**src/rtl/ntt_pkg.sv**
```systemverilog
// Shared definitions for the NTT sequencing controller and the stage FSM:
// configuration word encodings, completion codes and counter widths.
package ntt_pkg;

    typedef enum logic [3:0] {
        CONF_IDLE     = 4'd0,
        CONF_R2_NTT   = 4'd1,
        CONF_R4_NTT   = 4'd2,
        CONF_D2_NTT   = 4'd3,
        CONF_D4_NTT   = 4'd4,
        CONF_R4_INTT  = 4'd5,
        CONF_R2_INTT  = 4'd6,
        CONF_D2_INTT  = 4'd7,
        CONF_D4_INTT  = 4'd8
    } conf_t;

    localparam logic [2:0] FLAG_R2_DONE = 3'b001;
    localparam logic [2:0] FLAG_R4_DONE = 3'b010;

    localparam int unsigned WDOG_W  = 10;
    localparam int unsigned DRAIN_W = 4;

    // True for the states in which a butterfly pass is running.
    function automatic logic is_compute(input conf_t c);
        return (c == CONF_R2_NTT)  || (c == CONF_R4_NTT) ||
               (c == CONF_R4_INTT) || (c == CONF_R2_INTT);
    endfunction

endpackage

```
**src/rtl/ntt_seq_ctrl_if.sv**
```systemverilog
// Control/status bundle between the sequencer and its requester/stage FSM.
interface ntt_seq_ctrl_if;

    logic       start;
    logic       mode;
    logic       abort;
    logic [2:0] done_flag;
    logic [3:0] conf;
    logic       busy;
    logic       done;
    logic       err;

    // Requester / stage side: drives requests and completion codes.
    modport master (
        output start, mode, abort, done_flag,
        input  conf, busy, done, err
    );

    // Sequencer side.
    modport slave (
        input  start, mode, abort, done_flag,
        output conf, busy, done, err
    );

endinterface

```
**src/rtl/ntt_seq_ctrl_drain_timer.sv**
```systemverilog
// Down-counter holding a DONE state for a loaded number of cycles.
// expire is high in the last held cycle (count reached zero while active).
module drain_timer
    import ntt_pkg::*;
(
    input  logic               clk,
    input  logic               rst,
    input  logic               load,
    input  logic               clear,
    input  logic [DRAIN_W-1:0] load_val,
    output logic               expire
);

    logic [DRAIN_W-1:0] cnt;
    logic               active;

    assign expire = active && (cnt == '0);

    // Load, count down to zero, then go inactive.
    always_ff @(posedge clk or posedge rst) begin
        if (rst) begin
            cnt    <= '0;
            active <= 1'b0;
        end else if (clear) begin
            cnt    <= '0;
            active <= 1'b0;
        end else if (load) begin
            cnt    <= load_val;
            active <= 1'b1;
        end else if (active) begin
            if (cnt == '0) begin
                active <= 1'b0;
            end else begin
                cnt <= cnt - 1'b1;
            end
        end
    end

endmodule

```
**src/rtl/ntt_seq_ctrl.sv**
```systemverilog
// NTT/INTT pass sequencer: steps the stage FSM through radix-2/radix-4
// passes and their write-drain windows, with abort and watchdog exits.
module ntt_seq_ctrl
    import ntt_pkg::*;
#(
    parameter int unsigned DRAIN_R2 = 8,
    parameter int unsigned DRAIN_R4 = 14,
    parameter int unsigned WDOG_MAX = 1023
) (
    input  logic            clk,
    input  logic            rst,
    ntt_seq_ctrl_if.slave   bus
);

    conf_t              state, state_nxt;
    logic [WDOG_W-1:0]  wdog;
    logic               wdog_trip;
    logic               drain_load;
    logic [DRAIN_W-1:0] drain_val;
    logic               drain_expire;
    logic               done_nxt;
    logic               err_set, err_clr;
    logic               busy_q, done_q, err_q;

    localparam logic [DRAIN_W-1:0] LOAD_R2 = DRAIN_W'(DRAIN_R2 - 1);
    localparam logic [DRAIN_W-1:0] LOAD_R4 = DRAIN_W'(DRAIN_R4 - 1);
    localparam logic [WDOG_W-1:0]  WDOG_LAST = WDOG_W'(WDOG_MAX - 1);

    // The count holds cycles already spent, so the trip fires in the
    // WDOG_MAX-th cycle of a compute state.
    assign wdog_trip = is_compute(state) && (wdog == WDOG_LAST);

    assign bus.conf = state;
    assign bus.busy = busy_q;
    assign bus.done = done_q;
    assign bus.err  = err_q;

    drain_timer u_drain (
        .clk      (clk),
        .rst      (rst),
        .load     (drain_load),
        .clear    (state_nxt == CONF_IDLE),
        .load_val (drain_val),
        .expire   (drain_expire)
    );

    // State register.
    always_ff @(posedge clk or posedge rst) begin
        if (rst) begin
            state <= CONF_IDLE;
        end else begin
            state <= state_nxt;
        end
    end

    // Next-state selection: abort, then watchdog, then normal progress.
    always_comb begin
        state_nxt  = state;
        drain_load = 1'b0;
        drain_val  = '0;
        done_nxt   = 1'b0;
        err_set    = 1'b0;
        err_clr    = 1'b0;
        if (state == CONF_IDLE) begin
            if (bus.start) begin
                state_nxt = bus.mode ? CONF_R4_INTT : CONF_R2_NTT;
                err_clr   = 1'b1;
            end
        end else if (bus.abort) begin
            state_nxt = CONF_IDLE;
        end else if (wdog_trip) begin
            state_nxt = CONF_IDLE;
            err_set   = 1'b1;
        end else begin
            case (state)
                CONF_R2_NTT: if (bus.done_flag == FLAG_R2_DONE) begin
                    state_nxt  = CONF_D2_NTT;
                    drain_load = 1'b1;
                    drain_val  = LOAD_R2;
                end
                CONF_R4_NTT: if (bus.done_flag == FLAG_R4_DONE) begin
                    state_nxt  = CONF_D4_NTT;
                    drain_load = 1'b1;
                    drain_val  = LOAD_R4;
                end
                CONF_R4_INTT: if (bus.done_flag == FLAG_R4_DONE) begin
                    state_nxt  = CONF_D4_INTT;
                    drain_load = 1'b1;
                    drain_val  = LOAD_R4;
                end
                CONF_R2_INTT: if (bus.done_flag == FLAG_R2_DONE) begin
                    state_nxt  = CONF_D2_INTT;
                    drain_load = 1'b1;
                    drain_val  = LOAD_R2;
                end
                CONF_D2_NTT:  if (drain_expire) state_nxt = CONF_R4_NTT;
                CONF_D4_INTT: if (drain_expire) state_nxt = CONF_R2_INTT;
                CONF_D4_NTT, CONF_D2_INTT: if (drain_expire) begin
                    state_nxt = CONF_IDLE;
                    done_nxt  = 1'b1;
                end
                default: state_nxt = CONF_IDLE;
            endcase
        end
    end

    // Watchdog: clear on entering a compute state, count while in one.
    always_ff @(posedge clk or posedge rst) begin
        if (rst) begin
            wdog <= '0;
        end else if (is_compute(state_nxt) && (state_nxt != state)) begin
            wdog <= '0;
        end else if (is_compute(state)) begin
            wdog <= wdog + 1'b1;
        end
    end

    // Registered status outputs.
    always_ff @(posedge clk or posedge rst) begin
        if (rst) begin
            busy_q <= 1'b0;
            done_q <= 1'b0;
            err_q  <= 1'b0;
        end else begin
            busy_q <= (state_nxt != CONF_IDLE);
            done_q <= done_nxt;
            if (err_clr) begin
                err_q <= 1'b0;
            end else if (err_set) begin
                err_q <= 1'b1;
            end
        end
    end

endmodule

```
**src/flat_wrapper.sv**
```systemverilog
// flat-port wrapper written by rule: the top's interface ports become plain ports
module ntt_seq_ctrl_flat import ntt_pkg::*;
#(
    parameter int unsigned DRAIN_R2 = 8,
    parameter int unsigned DRAIN_R4 = 14,
    parameter int unsigned WDOG_MAX = 1023
)
  (clk, rst, bus_start, bus_mode, bus_abort, bus_done_flag, bus_conf, bus_busy, bus_done, bus_err);
  ntt_seq_ctrl_if bus_i ();
  input  logic clk;
  input  logic rst;
  input wire logic [$bits(bus_i.start)-1:0] bus_start;
  input wire logic [$bits(bus_i.mode)-1:0] bus_mode;
  input wire logic [$bits(bus_i.abort)-1:0] bus_abort;
  input wire logic [$bits(bus_i.done_flag)-1:0] bus_done_flag;
  output wire logic [$bits(bus_i.conf)-1:0] bus_conf;
  output wire logic [$bits(bus_i.busy)-1:0] bus_busy;
  output wire logic [$bits(bus_i.done)-1:0] bus_done;
  output wire logic [$bits(bus_i.err)-1:0] bus_err;
  assign bus_i.start = bus_start;
  assign bus_i.mode = bus_mode;
  assign bus_i.abort = bus_abort;
  assign bus_i.done_flag = bus_done_flag;
  assign bus_conf = bus_i.conf;
  assign bus_busy = bus_i.busy;
  assign bus_done = bus_i.done;
  assign bus_err = bus_i.err;
  ntt_seq_ctrl #(.DRAIN_R2(DRAIN_R2), .DRAIN_R4(DRAIN_R4), .WDOG_MAX(WDOG_MAX)) u_core (.clk(clk), .rst(rst), .bus(bus_i));
endmodule
```
**config.mk**
```make
export PLATFORM = sky130hd
export DESIGN_NAME = ntt_seq_ctrl_flat
export DESIGN_NICKNAME = d
export VERILOG_FILES = /design/src/rtl/ntt_pkg.sv /design/src/rtl/ntt_seq_ctrl_if.sv /design/src/rtl/ntt_seq_ctrl_drain_timer.sv /design/src/rtl/ntt_seq_ctrl.sv /design/src/flat_wrapper.sv
export SDC_FILE = /design/constraint.sdc
export NUM_CORES = 1
export LEC_CHECK = 0
export ABC_CLOCK_PERIOD_IN_PS = 3100
export BUFFER_PORTS_ARGS = -buffer_cell sky130_fd_sc_hd__buf_2
export CAP_MARGIN = 0
export CORE_ASPECT_RATIO = 0.75
export CORE_MARGIN = 2
export CORE_UTILIZATION = 53
export DETAILED_ROUTE_END_ITERATION = 8
export PLACE_DENSITY = 0.75
export SLEW_MARGIN = 20
export SYNTH_ARGS = -nofsm -noshare
export SYNTH_HDL_FRONTEND = slang
export SYNTH_HIERARCHICAL = 1
export SYNTH_SLANG_ARGS = --single-unit
export TNS_END_PERCENT = 100
```
**constraint.sdc**
```tcl
create_clock -name clk -period 3.1 [get_ports clk]
set_clock_uncertainty 0.2 [all_clocks]
set_input_delay 0.62 -clock clk [delete_from_list [all_inputs] [get_ports clk]]
set_output_delay 0.62 -clock clk [all_outputs]
set_load 0.03 [all_outputs]
```
==> out/qor.yml <==
run_status:
  status: "finished, final reports clean"
placement:
  dpl.hpwl_mm: 2.98
  place_congestion: 0.975
  post-place-ws_ps: 76.1
  dp_cells: 244
  port_buffers: 14
sta:
  tightest_slew_ps: 660
  period_minus_slack_ps: 2980
  maxSlewViolCount: 0
  hold_ws_ps: 40.2
  hold_viol: 0
  relSlewSlack: 0.560
  finalSetupViolations: 0
  max_freq_mhz: 335
  fin_ws_ps: 118
  period_share: 0.962
clocking:
  clk_path_buf_depth: 2
  root_buffer: "clkbuf_8"
  htreeDepth: 1
  post-cts-setup-buffers: 0
  hold_buffers: 0
  clk_pin_slew_worst_paths_ps: 80
  post_cts_resized: 0
  cts_buffers: 3
  clkSinkCount: 22
  worstSkewPairLatency_ps: 270
  cts_tree: "done"
setup_path:
  crit_path_start_kind: "flip-flop"
  crit_end: "u_core/u_drain/cnt[1]$_DFFE_PP0P_"
  reg2reg_to: "u_core/u_drain/cnt[1]$_DFFE_PP0P_"
  startpoint: "u_core/u_drain/cnt[1]$_DFFE_PP0P_"
  arrival_ps: 2930
  cp_slowest_cell: "dfrtp_1"
  crit_chain: "inv_1 -> ha_1 -> nor4bb_1 -> buf_4 -> inv_1 -> a22oi_1 -> o21ai_1 -> nor2b_1 -> a21oi_1 -> and3_4 -> nor3_1 -> a311o_2"
  r2r_slack_ps: 120
  cp_common_cell: "inv_1"
  rr_startpoint: "u_core/u_drain/cnt[1]$_DFFE_PP0P_"
  critPathMaxStageDelay_ps: 400
  crit_type: "flip-flop to flip-flop"
  end_kind: "flip-flop"
  reg2regPathDepth: 12
  cp_max_fo: 7
  crit_required_ps: 3050
logic_synthesis:
  ys_warn_count: 6
  syn_area_um2: 1640
  syn_avg_cell_area_um2: 8.81
  async_flop_share: 1.00
  synth_commonest_cells: "22 x dfrtp_1, 19 x nor2_1, 18 x nand2_1, 16 x a21oi_1, 11 x inv_1"
  synth_area_leaders: "dfrtp_1 34%, a21oi_1 4.9%, nor2_1 4.4%"
  synth_seq_cells: 22
  ys_seq_area_frac: 0.336
  syn_inst: 186
  syn_nets: 198
  synth_top_area_cell: "dfrtp_1"
  synth_cell_types: 49
  ys.flop_type: "dfrtp_1"
  synth_top_area_frac: 0.336
  post-synth-top-count-cell: "dfrtp_1"
  synth_edf_count: 0
final_layout:
  area_growth_pct: 15.7
  layout-drive-gt1-share: 0.205
  fill_cells: 239
  num_antenna_cells: 0
  final_cell_count_no_fill: 248
  final_nets: 223
floorplan:
  core.rowCount: 17
  die_area_um2: 3560
  io_pins: 15
  die_h_um: 52.1
  die_x_um: 68.2
  initial_core_util: 0.558
  core-area_um2: 2940
route:
  drt_first_pass_iters: 4
  wl_per_cell_um: 16.4
  postRouteAntennaNets: 0
  routed_wl_mm: 4.06
  drtIter0Drc: 232
  via_count: 1515
  via_per_inst: 6.11
  route.detailed.drc: 0
pwr:
  peakVddDrop_uv: 361
  power.static_leakage_nw: 0.832
  power_density_nw_per_um2: 652
  power.total_mw: 1.24
hold_path:
  holdCritPathClass: "primary input to async pin"
global_route:
  grt_max_degree: 22
  gr-usage-all-layers: 0.253
  global_route.overflow_total: 0
  grt_pass1_wl_mm: 6.60
  grt_pass1_vias: 1423
  antenna_found_initial: 0
run:
  max-cap-violations: 0
## how the worst min path moves through the flow
| stage | end | slack [ps] | depth (start not counted) | from |
|---|---|---|---|---|
| after floorplan | u_core/u_drain/active$_DFF_PP0_ | 200 | 1 | rst |
| final | u_core/u_drain/cnt[3]$_DFFE_PP0P_ | 40 | 2 | rst |
| after global routing | u_core/u_drain/cnt[0]$_DFFE_PP0P_ | 40 | 2 | rst |
| after CTS | u_core/u_drain/cnt[3]$_DFFE_PP0P_ | 40 | 2 | rst |
| after global placement | u_core/bus.err$_DFFE_PP0P_ | 310 | 2 | u_core/bus.err$_DFFE_PP0P_ |
| after detailed placement | u_core/bus.err$_DFFE_PP0P_ | 320 | 2 | u_core/bus.err$_DFFE_PP0P_ |
## per-layer routing
metal | part of all wire | vias up | global-route usage
met5 | 0 | - | 0
met1 | 0.45 | 706 | 0.365
met3 | 0.083 | 9 | 0.0584
li1 | - | 726 | -
met4 | 0.018 | 0 | 0.0667
met2 | 0.45 | 74 | 0.379
## report_power, final
group / switching [mW] / internal [mW] / leakage (nW)
combinational: 0.368 / 0.239 / 0.495
clock: 0.0953 / 0.173 / 0.0357
sequential: 0.0371 / 0.324 / 0.301
## cells in the final DEF (no fill, tap or decap), types with 2 or more instances in the layout
cell type	netlist	layout
mux2i_1	2	2
or3b_1	2	2
ha_1	4	4
nor2b_1	4	4
buf_4	1	13
xnor2_1	6	6
nor3b_1	5	5
nor4b_4	2	2
nand2b_1	2	2
inv_1	11	11
nand3_1	9	9
a21o_1	2	2
nor4_1	3	3
and3_1	6	5
dfrtp_1	22	22
xor2_1	4	4
or4_1	3	3
o21ai_0	4	4
nand4_1	2	2
a211oi_1	2	2
nor3_1	5	5
a21oi_1	16	16
buf_2	4	14
nand2_1	18	18
nor2_1	19	19
a211o_1	4	4
clkbuf_8	0	3
## critical path, delay by kind of cell, from the launching register on
kind,cells,cell delay [ps]
AO/OA/AOI/OAI,4,930
adder cells (fa/ha/maj),1,180
buffers and inverters,3,380
flip-flops,1,400
AND/OR/NAND/NOR,4,770
## cells by family after synthesis
kind of cell               share of synthesized area
and+or+nand+nor                                0.322
DFF                                            0.336
AOI/OAI and AO/OA                              0.189
xor gates and xnor gates                      0.0634
buffers and inverters                         0.0466
muxes                                         0.0122
adders and majority gates                     0.0306
## stage by stage
step	util	cell area, um2	TNS (ps)
2_1_floorplan	-	1640	0
3_3_place_gp	0.619	1820	0
3_5_place_dp	0.619	1820	0
4_1_cts	0.644	1890	0
5_1_grt	0.645	1890	-21.5
6_report	0.645	1890	0
## flip-flops by register name, summed over array words and instances (netlist names)
signal,flops
u_core/bus.busy,1
u_core/bus.conf,4
u_core/bus.done,1
u_core/bus.err,1
u_core/u_drain/active,1
u_core/u_drain/cnt,4
u_core/wdog,10
## final cells by class
| class | instances | area (um2) | area share |
|---|---|---|---|
| Clock inverter | 1 | 30.0 | 0.0159 |
| Multi-Input combinational cell | 146 | 1020 | 0.536 |
| Tap cell | 38 | 47.5 | 0.0251 |
| Sequential cell | 22 | 551 | 0.291 |
| Clock buffer | 3 | 41.3 | 0.0218 |
| Inverter | 11 | 41.3 | 0.0218 |
| Timing Repair Buffer | 27 | 168 | 0.0885 |
Power figures use the tool's default switching activity.
